===== src/rtl/ps2_pkg.sv =====
// rtl/ps2_pkg.sv - shared PS/2 host types, command bytes and timing defaults
package ps2_pkg;

  typedef enum logic [2:0] {
    ST_IDLE,
    ST_INHIBIT,
    ST_REQ,
    ST_SHIFT,
    ST_ACK,
    ST_WAIT_IDLE
  } ps2_tx_state_e;

  localparam logic [7:0] PS2_CMD_SET_LEDS = 8'hED;
  localparam logic [7:0] PS2_CMD_ENABLE   = 8'hF4;
  localparam logic [7:0] PS2_CMD_RESET    = 8'hFF;
  localparam logic [7:0] PS2_ACK_BYTE     = 8'hFA;

  localparam int PS2_CLK_HZ_DEF     = 100_000_000;
  localparam int PS2_INHIBIT_US_DEF = 100;
  localparam int PS2_TIMEOUT_US_DEF = 15000;

  // Wire order of a host frame, LSB first: data, odd parity, stop.
  function automatic logic [9:0] ps2_frame(input logic [7:0] data);
    return {1'b1, ~^data, data};
  endfunction

endpackage


===== src/rtl/ps2_sync.sv =====
// rtl/ps2_sync.sv - 2-flop synchronizer for PS/2 clock/data plus clock falling-edge pulse
module ps2_sync (
  input  logic i_clk,
  input  logic i_rst_n,
  input  logic i_ps2_clk,
  input  logic i_ps2_data,
  output logic o_clk_sync,
  output logic o_data_sync,
  output logic o_fall
);

  logic [1:0] r_clk_ff;
  logic [1:0] r_data_ff;
  logic       r_clk_prev;

  // Reset to the idle-high bus level so no false edge appears after reset.
  always_ff @(posedge i_clk) begin
    if (!i_rst_n) begin
      r_clk_ff   <= 2'b11;
      r_data_ff  <= 2'b11;
      r_clk_prev <= 1'b1;
    end else begin
      r_clk_ff   <= {r_clk_ff[0], i_ps2_clk};
      r_data_ff  <= {r_data_ff[0], i_ps2_data};
      r_clk_prev <= r_clk_ff[1];
    end
  end

  assign o_clk_sync  = r_clk_ff[1];
  assign o_data_sync = r_data_ff[1];
  assign o_fall      = r_clk_prev & ~r_clk_ff[1];

endmodule


===== src/rtl/ps2_host_tx.sv =====
// rtl/ps2_host_tx.sv - PS/2 host-to-device command transmitter
// Optional device watchdog enabled by defining PS2_TX_TIMEOUT_EN.
import ps2_pkg::*;

module ps2_host_tx #(
  parameter int CLK_HZ     = PS2_CLK_HZ_DEF,
  parameter int INHIBIT_US = PS2_INHIBIT_US_DEF,
  parameter int TIMEOUT_US = PS2_TIMEOUT_US_DEF
) (
  input  logic       clk,
  input  logic       rst_n,
  input  logic [7:0] tx_data,
  input  logic       tx_valid,
  output logic       tx_ready,
  output logic       tx_done,
  output logic       tx_err,
  output logic       busy,
  input  logic       ps2_clk_i,
  input  logic       ps2_data_i,
  output logic       ps2_clk_oe,
  output logic       ps2_data_oe
);

  localparam int INHIBIT_CYC = (CLK_HZ / 1_000_000) * INHIBIT_US;
  localparam int INH_W       = (INHIBIT_CYC > 1) ? $clog2(INHIBIT_CYC) : 1;

  ps2_tx_state_e r_state;
  logic [9:0]    r_frame;
  logic [3:0]    r_bit_cnt;
  logic [INH_W-1:0] r_inh_cnt;
  logic          r_ready;
  logic          r_busy;
  logic          r_done;
  logic          r_err;
  logic          r_clk_oe;
  logic          r_data_oe;

  logic w_clk_sync;
  logic w_data_sync;
  logic w_fall;

  ps2_sync u_sync (
    .i_clk       (clk),
    .i_rst_n     (rst_n),
    .i_ps2_clk   (ps2_clk_i),
    .i_ps2_data  (ps2_data_i),
    .o_clk_sync  (w_clk_sync),
    .o_data_sync (w_data_sync),
    .o_fall      (w_fall)
  );

`ifdef PS2_TX_TIMEOUT_EN
  localparam int TIMEOUT_CYC = (CLK_HZ / 1_000_000) * TIMEOUT_US;
  localparam int TMO_W       = (TIMEOUT_CYC > 1) ? $clog2(TIMEOUT_CYC) : 1;
  logic [TMO_W-1:0] r_wdog;
  logic             w_wdog_active;
  assign w_wdog_active = (r_state == ST_REQ) || (r_state == ST_SHIFT) ||
                         (r_state == ST_ACK) || (r_state == ST_WAIT_IDLE);
`else
  logic w_unused_timeout;
  assign w_unused_timeout = ^TIMEOUT_US;
`endif

  always_ff @(posedge clk) begin
    if (!rst_n) begin
      r_state   <= ST_IDLE;
      r_frame   <= '0;
      r_bit_cnt <= '0;
      r_inh_cnt <= '0;
      r_ready   <= 1'b1;
      r_busy    <= 1'b0;
      r_done    <= 1'b0;
      r_err     <= 1'b0;
      r_clk_oe  <= 1'b0;
      r_data_oe <= 1'b0;
`ifdef PS2_TX_TIMEOUT_EN
      r_wdog    <= '0;
`endif
    end else begin
      r_done <= 1'b0;
      r_err  <= 1'b0;
      case (r_state)
        ST_IDLE: begin
          r_clk_oe  <= 1'b0;
          r_data_oe <= 1'b0;
          if (tx_valid) begin
            r_frame   <= ps2_frame(tx_data);
            r_inh_cnt <= '0;
            r_clk_oe  <= 1'b1;
            r_ready   <= 1'b0;
            r_busy    <= 1'b1;
            r_state   <= ST_INHIBIT;
          end
        end
        // Start bit is asserted one cycle before the clock is released.
        ST_INHIBIT: begin
          r_inh_cnt <= r_inh_cnt + 1'b1;
          if (r_inh_cnt == INH_W'(INHIBIT_CYC - 2)) r_data_oe <= 1'b1;
          if (r_inh_cnt == INH_W'(INHIBIT_CYC - 1)) begin
            r_clk_oe <= 1'b0;
            r_state  <= ST_REQ;
          end
        end
        ST_REQ: begin
          if (w_fall) begin
            r_data_oe <= ~r_frame[0];
            r_frame   <= {1'b0, r_frame[9:1]};
            r_bit_cnt <= 4'd1;
            r_state   <= ST_SHIFT;
          end
        end
        ST_SHIFT: begin
          if (w_fall) begin
            r_data_oe <= ~r_frame[0];
            r_frame   <= {1'b0, r_frame[9:1]};
            r_bit_cnt <= r_bit_cnt + 1'b1;
            if (r_bit_cnt == 4'd9) r_state <= ST_ACK;
          end
        end
        ST_ACK: begin
          r_data_oe <= 1'b0;
          if (w_fall) begin
            if (!w_data_sync) begin
              r_state <= ST_WAIT_IDLE;
            end else begin
              r_err   <= 1'b1;
              r_ready <= 1'b1;
              r_busy  <= 1'b0;
              r_state <= ST_IDLE;
            end
          end
        end
        ST_WAIT_IDLE: begin
          if (w_clk_sync && w_data_sync) begin
            r_done  <= 1'b1;
            r_ready <= 1'b1;
            r_busy  <= 1'b0;
            r_state <= ST_IDLE;
          end
        end
        default: r_state <= ST_IDLE;
      endcase
`ifdef PS2_TX_TIMEOUT_EN
      // Watchdog overrides whatever the state decided this cycle.
      if (!w_wdog_active || w_fall) begin
        r_wdog <= '0;
      end else if (r_wdog == TMO_W'(TIMEOUT_CYC - 1)) begin
        r_wdog    <= '0;
        r_clk_oe  <= 1'b0;
        r_data_oe <= 1'b0;
        r_done    <= 1'b0;
        r_err     <= 1'b1;
        r_ready   <= 1'b1;
        r_busy    <= 1'b0;
        r_state   <= ST_IDLE;
      end else begin
        r_wdog <= r_wdog + 1'b1;
      end
`endif
    end
  end

  assign tx_ready    = r_ready;
  assign tx_done     = r_done;
  assign tx_err      = r_err;
  assign busy        = r_busy;
  assign ps2_clk_oe  = r_clk_oe;
  assign ps2_data_oe = r_data_oe;

endmodule


===== config.mk =====
export PLATFORM = sky130hd
export DESIGN_NAME = ps2_host_tx
export DESIGN_NICKNAME = d
export VERILOG_FILES = /design/src/rtl/ps2_pkg.sv /design/src/rtl/ps2_sync.sv /design/src/rtl/ps2_host_tx.sv
export SDC_FILE = /design/constraint.sdc
export NUM_CORES = 1
export LEC_CHECK = 0
export ABC_AREA = 1
export BUFFER_PORTS_ARGS = -buffer_cell sky130_fd_sc_hd__buf_2
export CORE_AREA = 2 2 79 81
export CTS_BUF_LIST = sky130_fd_sc_hd__clkbuf_4
export DETAILED_ROUTE_END_ITERATION = 10
export DIE_AREA = 0 0 81 83
export PLACE_DENSITY = 0.66
export SYNTH_ARGS = -nofsm -noshare
export SYNTH_HDL_FRONTEND = slang
export SYNTH_SLANG_ARGS = --single-unit
export TNS_END_PERCENT = 10

===== constraint.sdc =====
create_clock -name clk -period 1.5 [get_ports clk]
set_input_delay 0.225 -clock clk [delete_from_list [all_inputs] [get_ports clk]]
set_output_delay 0.225 -clock clk [all_outputs]
set_load 0.02 [all_outputs]

==> out/metrics.csv <==
metric,value,unit
portBuffers,18,
first_global_vias,1956,
power_frac_comb,0.417,
hold_path.class,input pin to register,
syn_nets,366,
seqPwrFrac,0.418,
clkLatencyLatePin,0.37,ns
start_util,0.394,
power_switching_share,0.410,
drv_cap,0,
drc,0,
worst_pin_slew,0.569,ns
p_leak,1.15,nW
syn_area,2290,µm²
routed_via_density,4.80,
antenna_found_initial,0,
cts.sink_count,42,
synthDistinctLibCells,36,
startpoint_type,register,
overflow,0,
cp.required,1.79,ns
die_x,81,µm
maxSlewViolCount,0,
fmax,0.721,GHz
drt_iter0_drc,126,
place_congestion,0.833,
synth_cells,349,
layout.cells.non_filler,459,
yosysTopAreaCell,dfxtp_1,
critPathMaxFanout,19,
die_height,83,µm
ys_ff_latch,42,
slew_headroom,0.620,
h-tree-depth,2,
worstSetupPathType,register to register,
intPower,0.00201,W
grtUsageTotal,0.154,
skew,0.0186,ns
avgSynthCellArea,6.56,µm²
fin_crit_sh,0.924,
vias,2202,
fin_tns_setup,0,ns
num_antenna_cells,0,
drtPass1Iterations,5,
cts.root.buffer_cell,clkbuf_4,
status,completed,
vdd_drop_max,487,µV
syn_to_final_growth,16.5,%
p_switching,0.00140,W
pwr-share-clk,0.165,
cts_tree,done,
dp_hpwl,3630,µm
cts_hold_buf,0,
period_needed,1.39,ns
routedWlPerCell,10.9,µm
final_net_count,400,
die_area,6720,µm²
grt_start_max_net_pins,24,
synth_top_area_frac,0.367,
rows,28,
placed_cells,449,
ys_top_cells_by_area,"dfxtp_1 37%, nand2_1 18%, inv_1 6.2%",
setup-violations-final,0,
hold_viol_final,0,
path_clk_slew,0.14,ns
cts_buffers,5,
layout-drive-gt1-share,0.195,
antenna_left,0,
ios,19,
fillerInstances,630,
yosysWarnings,0,
cp-end-kind,register,
clockBufferDepth,2,
ys_seq_area_frac,0.367,
finalHoldWorstSlack,0.0247,ns
drt-total-wl,4980,µm
power_density,1280,nW/µm²
core,5820,µm²
cp.arrival,1.67,ns
grt_pass1_wl,8400,µm
-- power by group through the flow --
stage                     Clock (W)  Combinational [W]  Sequential, W
after global routing       0.000622            0.00162        0.00145
final                      0.000561            0.00142        0.00142
after detailed placement          0            0.00136        0.00144
after global placement            0            0.00134        0.00143
after floorplan                   0           0.000922        0.00148
after CTS                  0.000576            0.00137        0.00141
-- layout by cell type (no fill, tap or decap), types with 2 or more instances in the layout --
| cell | n |
|---|---|
| nor2_2 | 3 |
| nor3_2 | 2 |
| nor2_4 | 4 |
| o21ai_0 | 22 |
| dfxtp_1 | 38 |
| clkinv_2 | 2 |
| inv_2 | 4 |
| buf_2 | 18 |
| ha_1 | 3 |
| nand2_2 | 4 |
| or2_2 | 5 |
| dfxtp_2 | 4 |
| and3_1 | 2 |
| nand4_1 | 5 |
| o21ai_1 | 2 |
| inv_1 | 38 |
| nor3_1 | 5 |
| clkbuf_4 | 5 |
| nand3_1 | 27 |
| nor2_1 | 26 |
| nand3_4 | 2 |
| a21oi_1 | 26 |
| buf_4 | 17 |
| nor4_1 | 3 |
| nand2_1 | 104 |
-- synth_stat cells --
cell type	n
o21a_1	1
nand2_1	107
a221oi_1	1
clkinv_2	1
a21boi_0	1
nand3_2	2
nand2_2	1
nand3_1	27
a31oi_1	1
a21oi_1	26
nor3_1	6
ha_1	4
nor2_2	4
nand2_4	1
o21ai_0	23
buf_2	3
nand4_1	5
nor3_2	1
a21oi_2	1
dfxtp_1	42
a211oi_1	1
or2_2	5
o21ai_1	1
buf_1	1
nor2_1	27
nor4_1	3
nor2_4	2
inv_2	4
o211ai_1	1
nand3b_1	1
buf_6	2
clkbuf_8	1
inv_1	38
buf_4	1
and3_1	2
clkbuf_1	1
-- per-layer routing --
| metal | routed length (µm) | vias up | part of all wire | track usage |
|---|---|---|---|---|
| met5 | 0 | - | 0 | 0 |
| li1 | - | 1188 | - | - |
| met1 | 2500 | 982 | 0.50 | 0.209 |
| met4 | 78 | 0 | 0.016 | 0.0555 |
| met2 | 2260 | 27 | 0.45 | 0.239 |
| met3 | 142 | 5 | 0.028 | 0.0326 |
-- registers in the layout (all words and copies together), names as in the netlist --
register and cells:
busy 1, ps2_clk_oe 1, ps2_data_oe 1, r_bit_cnt 4, r_frame 10, r_inh_cnt 14, r_state 3, tx_done 1
tx_err 1, tx_ready 1, u_sync.r_clk_ff 2, u_sync.r_clk_prev 1, u_sync.r_data_ff 2
-- path summary, 6_finish.rpt --
check	from	endpoint	slack, ns	cells past startpoint
worst min-delay path	ps2_clk_i	u_sync.r_clk_ff[0]	0.02	2
worst min register to register	u_sync.r_clk_ff[0]	u_sync.r_clk_ff[1]	0.44	1
worst max register to register	r_state[1]	r_state[1]	0.11	8
worst max-delay path	r_state[1]	r_state[1]	0.11	8
-- worst max-delay path, cell delays in order, from the launching register on --
cell,delay [ns]
dfxtp_2,0.39
inv_2,0.07
nor2_4,0.11
buf_4,0.24
nand3_1,0.17
nand3_4,0.16
nand2_1,0.06
nand2_1,0.05
nor2_1,0.04
-- logic make-up after synthesis --
kind of cell / after synthesis / share of synthesized area
AND/OR/NAND/NOR: 194 / 0.378
AO/OA/AOI/OAI: 57 / 0.133
buffers and inverters: 52 / 0.100
flip-flops: 42 / 0.367
adder cells (fa/ha/maj): 4 / 0.0219
-- timing repair --
item | CTS | global route
gates resized for setup | 0 | 16
endpoints found under the setup margin | 0 | 20
buffers inserted | 0 | 2
-- stage by stage --
step	worst slack [ns]	power [W]	util	cell area [µm²]
2_1_floorplan	0.109	0.00240	-	2290
3_3_place_gp	0.102	0.00277	0.437	2540
3_5_place_dp	0.0328	0.00280	0.437	2540
4_1_cts	0.0220	0.00336	0.446	2590
5_1_grt	-0.0417	0.00368	0.458	2670
6_report	0.114	0.00341	0.458	2670
-- area by class of cell --
cell class | instances | area, µm² | area share
multi-input cells | 255 | 1270 | 0.477
flip-flops and latches | 42 | 846 | 0.317
repair buffers | 36 | 238 | 0.0892
inverters | 43 | 163 | 0.0610
well taps | 75 | 93.8 | 0.0352
clock buffers | 5 | 37.5 | 0.0141
clock inverters | 3 | 16.3 | 0.00610
Note: power is estimated with default switching activity, not from simulation.
